### src/rtl/sd_pixel_packer.sv
// Packs SD byte stream into RGB444 words for one of four image slots; skips a fixed header.
// Latency: RAM write one cycle after the second byte of a pair; done two cycles after the last byte.
// No backpressure: accepts a byte every cycle; start while busy and bytes while idle are dropped.
module sd_pixel_packer #(
    parameter int IMG_PIXELS = 19200,
    parameter int HDR_BYTES  = 0,
    parameter int ADDR_W     = 17
) (
    input  logic              clk,
    input  logic              rst_n,
    input  logic              start,
    input  logic [1:0]        image_select,
    input  logic [7:0]        data_in,
    input  logic              data_valid,
    output logic [ADDR_W-1:0] ram_addr,
    output logic [15:0]       ram_data,
    output logic              ram_write_en,
    output logic              busy,
    output logic              done,
    output logic [3:0]        loaded
);

    typedef enum logic [2:0] {IDLE, SKIP, LO, HI, DONE} state_t;

    localparam logic [ADDR_W-1:0] PIX_W    = ADDR_W'(IMG_PIXELS);
    localparam logic [ADDR_W-1:0] PIX_LAST = ADDR_W'(IMG_PIXELS - 1);
    localparam logic [15:0]       HDR_LAST = 16'((HDR_BYTES > 0) ? (HDR_BYTES - 1) : 0);

    state_t            state;
    logic [1:0]        slot;
    logic [ADDR_W-1:0] base;
    logic [ADDR_W-1:0] pix_cnt;
    logic [15:0]       skip_cnt;
    logic [7:0]        lo_byte;

    always_ff @(posedge clk or negedge rst_n) begin
        if (!rst_n) begin
            state        <= IDLE;
            slot         <= 2'd0;
            base         <= '0;
            pix_cnt      <= '0;
            skip_cnt     <= 16'd0;
            lo_byte      <= 8'd0;
            ram_addr     <= '0;
            ram_data     <= 16'd0;
            ram_write_en <= 1'b0;
            busy         <= 1'b0;
            done         <= 1'b0;
            loaded       <= 4'b0000;
        end else begin
            ram_write_en <= 1'b0;
            case (state)
                IDLE: begin
                    done <= 1'b0;
                    // A byte arriving alongside start is intentionally dropped.
                    if (start) begin
                        slot                 <= image_select;
                        base                 <= ADDR_W'(image_select) * PIX_W;
                        pix_cnt              <= '0;
                        skip_cnt             <= 16'd0;
                        loaded[image_select] <= 1'b0;
                        busy                 <= 1'b1;
                        state                <= (HDR_BYTES > 0) ? SKIP : LO;
                    end
                end
                SKIP: begin
                    if (data_valid) begin
                        skip_cnt <= skip_cnt + 16'd1;
                        if (skip_cnt == HDR_LAST) begin
                            state <= LO;
                        end
                    end
                end
                LO: begin
                    if (data_valid) begin
                        lo_byte <= data_in;
                        state   <= HI;
                    end
                end
                HI: begin
                    if (data_valid) begin
                        ram_data     <= {data_in, lo_byte};
                        ram_addr     <= base + pix_cnt;
                        ram_write_en <= 1'b1;
                        pix_cnt      <= pix_cnt + 1'b1;
                        state        <= (pix_cnt == PIX_LAST) ? DONE : LO;
                    end
                end
                DONE: begin
                    // Two cycles here: the last write drains, then done/loaded are presented.
                    if (!done) begin
                        done         <= 1'b1;
                        busy         <= 1'b0;
                        loaded[slot] <= 1'b1;
                    end else begin
                        done  <= 1'b0;
                        state <= IDLE;
                    end
                end
                default: state <= IDLE;
            endcase
        end
    end

endmodule

### config.mk
export PLATFORM = sky130hd
export DESIGN_NAME = sd_pixel_packer
export DESIGN_NICKNAME = d
export VERILOG_FILES = /design/src/rtl/sd_pixel_packer.sv
export SDC_FILE = /design/constraint.sdc
export NUM_CORES = 1
export LEC_CHECK = 0
export CORE_MARGIN = 2
export CORE_UTILIZATION = 50
export DETAILED_ROUTE_END_ITERATION = 10
export PLACE_DENSITY = 0.8
export REMOVE_ABC_BUFFERS = 1
export SETUP_SLACK_MARGIN = 0.02
export SYNTH_ARGS = -nofsm -noshare
export SYNTH_HDL_FRONTEND = slang
export SYNTH_SLANG_ARGS = --single-unit
### constraint.sdc
create_clock -name clk -period 2 [get_ports clk]
set_input_delay 0.4 -clock clk [delete_from_list [all_inputs] [get_ports clk]]
set_output_delay 0.4 -clock clk [all_outputs]
set_load 0.03 [all_outputs]
==> impl_metrics.yaml <==
power:
  power_density_mw_per_mm2: 1240
  p_leak_uw: 0.00245
  ir_worst_vdd_v: 0.000399
routing:
  drtAntennaViolNets: 0
  dr.pass1.iters: 4
  viasPerCell: 5.46
  wl_um: 9610
  post_drt_wl_per_cell_um: 14.9
  drtIter0Drc: 262
  vias: 3514
  remaining_drc_errors: 0
die:
  die_area_mm2: 0.00931
  die_h_um: 96.5
  rows: 33
  core_mm2: 0.00826
  io_pins: 54
  initial_core_util_pct: 51.8
  die_x_um: 96.5
synthesis:
  ys_warn_count: 0
  synth_seq_cells: 90
  syn_inst: 455
  synth_cell_types: 42
  syn_avg_cell_area_um2: 9.40
  syn-cell-area_mm2: 0.00428
  ys_top_cells_by_area: "dfrtp_1 53%, nand2_1 10%, xnor2_1 4.7%"
  synth_top_area_share_pct: 52.7
  synth.largest_area_cell: "dfrtp_1"
  yosysSeqAreaShare_pct: 52.7
sta:
  fin_crit_ns: 1.94
  max_slew.worst_pin.slew_ns: 0.401
  rsz0062_at_grt: "true"
  clock.fmax_ghz: 0.516
  hold_violations: 0
  finClkSkew_ns: 0.0132
  setup_viol: 0
  maxSlewHeadroom_pct: 72.9
  timing.final.crit_share_pct: 96.8
  slew_violations: 0
placement:
  io_buffer_count: 53
  place_area_mm2: 0.00510
  dp_hpwl_um: 6840
  gp_congestion: 0.883
  dp.cells: 625
cells_and_area:
  stdcell_count: 644
  multi_input_area_mm2: 0.00191
  fillers: 657
  layout_common_cells: "118 x nand2_1, 90 x dfrtp_1, 51 x clkdlybuf4s50_1"
  final_common_cell: "nand2_1"
  area_growth_pct: 24.9
  register_area_mm2: 0.00225
  nets: 564
  design_area_mm2: 0.00534
  num_antenna_cells: 0
  layout-drive-gt1-share_pct: 13.7
cts:
  cts_sinks: 90
  numCtsBuffers: 9
  clock_path_buffers: 2
  htreeDepth: 3
  clkTransAtPathRegs_ns: 0.10
  cts_tree: "done"
  clk_latency_ns: 0.36
  cts_root_buffer: "clkbuf_8"
global_routing:
  antenna_found_initial: 0
  grt_pass1_wl_um: 16100
  grt_pass1_vias: 3431
  grt_remaining_overflow: 0
  track_usage_pct: 22.0
  grt_max_degree: 43
worst_setup_path:
  start_kind: "register"
  path_max_fanout: 4
  cp_data_arrival_time_ns: 2.22
  critPathSlowestCell: "dfrtp_1"
  required_ns: 2.29
  end_kind: "register"
  crit_family: "simple AND/OR/NAND/NOR gates"
  worst-path-buf-inv: 0
  path_cells: "or3b_4 -> a21o_1 -> or3_4 -> or3_1 -> a21oi_1"
  slowest_delay_ns: 0.42
  crit_type: "register to register"
run:
  drv_cap: 0
status:
  outcome: "complete, no violations"
hold_path:
  hp-class: "register to register"
==> registers in the layout, indices dropped and copies added (netlist names) <==
signal	cells
lo_byte	8
busy	1
skip_cnt	16
slot	1
ram_data	16
state	3
loaded	4
pix_cnt	17
base	5
ram_addr	17
ram_write_en	1
done	1
==> worst paths after layout <==
check                                        from                      end  slack, ns  cells past startpoint
max reg2reg                  state[1]$_DFFE_PN0P_  pix_cnt[14]$_DFFE_PN0P_       0.06                      5
max in group asynchronous                   rst_n     base[12]$_DFFE_PN0P_       0.89                      3
min in group asynchronous                   rst_n  ram_data[7]$_DFFE_PN0P_       0.49                      2
max                          state[1]$_DFFE_PN0P_  pix_cnt[14]$_DFFE_PN0P_       0.06                      5
min                        lo_byte[3]$_DFFE_PN0P_  ram_data[3]$_DFFE_PN0P_       0.47                      2
min reg2reg                lo_byte[3]$_DFFE_PN0P_  ram_data[3]$_DFFE_PN0P_       0.47                      2
==> worst register-to-register path: cells and delay by family (launching register included) <==
family	cells	cell delay, ns
and+or+nand+nor	3	1.08
DFF	1	0.42
AOI/OAI and AO/OA	2	0.37
==> what timing repair did <==
item | 4_1_cts | 5_1_grt
endpoints found under the setup margin | 4 | 10
hold buffers | 1 | 0
setup buffers | 0 | 2
pin swaps | 1 | 4
hold endpoints to repair | 26 | 0
gates resized for setup | 3 | 9
==> cells by family after synthesis <==
group           count (synthesis)  share of synthesized area, %
compound gates                 53                          7.11
xor+xnor                       27                          5.53
fa+ha+maj                      16                          4.86
buf+inv                        36                          3.54
flops                          90                          52.7
mux                             9                          2.37
simple gates                  224                          23.9
==> Yosys cell counts <==
| library cell | count |
|---|---|
| buf_6 | 2 |
| o31ai_1 | 1 |
| nand3b_1 | 2 |
| and3_1 | 2 |
| nor4b_1 | 2 |
| or4_1 | 1 |
| and2_1 | 1 |
| nand4_1 | 9 |
| inv_2 | 1 |
| or3b_1 | 1 |
| a21o_1 | 3 |
| buf_2 | 1 |
| and4_1 | 2 |
| xnor2_1 | 23 |
| nor2b_1 | 1 |
| inv_1 | 15 |
| or3_1 | 7 |
| dfrtp_1 | 90 |
| nand2b_1 | 1 |
| o311ai_0 | 1 |
| fa_1 | 1 |
| nand3_1 | 16 |
| clkbuf_1 | 15 |
| o21ai_0 | 28 |
| a311oi_1 | 1 |
| a32o_1 | 2 |
| ha_1 | 15 |
| nor4_1 | 13 |
| nand2_1 | 118 |
| or2_2 | 1 |
| or3b_2 | 1 |
| nor3b_1 | 1 |
| buf_1 | 2 |
| a22o_1 | 2 |
| a21oi_1 | 14 |
| xor2_1 | 4 |
| nor3_1 | 13 |
| mux2_2 | 9 |
| nor2_1 | 30 |
| a31o_2 | 1 |
| or3_4 | 1 |
| or4b_2 | 1 |
==> metal layers <==
metal	global-route usage (%)	routed length [µm]	vias to the layer above
met2	37.6	4990	79
met4	7.28	201	0
met1	28.6	4130	1726
met3	3.88	283	17
li1	-	-	1692
met5	0	0	-
==> stage by stage <==
| stage | setup slack, ns | util (%) | hold slack (ns) | TNS, ns | power, µW |
|---|---|---|---|---|---|
| after global placement | -0.314 | 61.8 | 0.333 | -3.01 | 5350 |
| final | 0.0631 | 64.7 | 0.472 | 0 | 6640 |
| after global routing | 0.0147 | 64.7 | 0.496 | 0 | 7090 |
| after floorplan | -1.88 | - | 0.104 | -67.17 | 4260 |
| after detailed placement | -0.375 | 61.8 | 0.335 | -3.99 | 5470 |
| after CTS | 0.0224 | 64.2 | 0.463 | 0 | 6650 |
==> final cells by class <==
class	count	share of cell area (%)
Tap cell	105	2.46
Timing Repair Buffer	88	15.1
Sequential cell	90	42.2
Multi-Input combinational cell	329	35.7
Inverter	16	1.12
Clock inverter	7	1.15
Clock buffer	9	2.32
==> power breakdown <==
group	total, µW	switching (µW)	leakage, µW	internal (µW)
combinational	2800	1650	0.00118	1150
sequential	2680	349	0.00118	2330
clock	1170	693	0.0000884	473
total	6640	2690	0.00245	3960
Power figures use the tool's default switching activity.
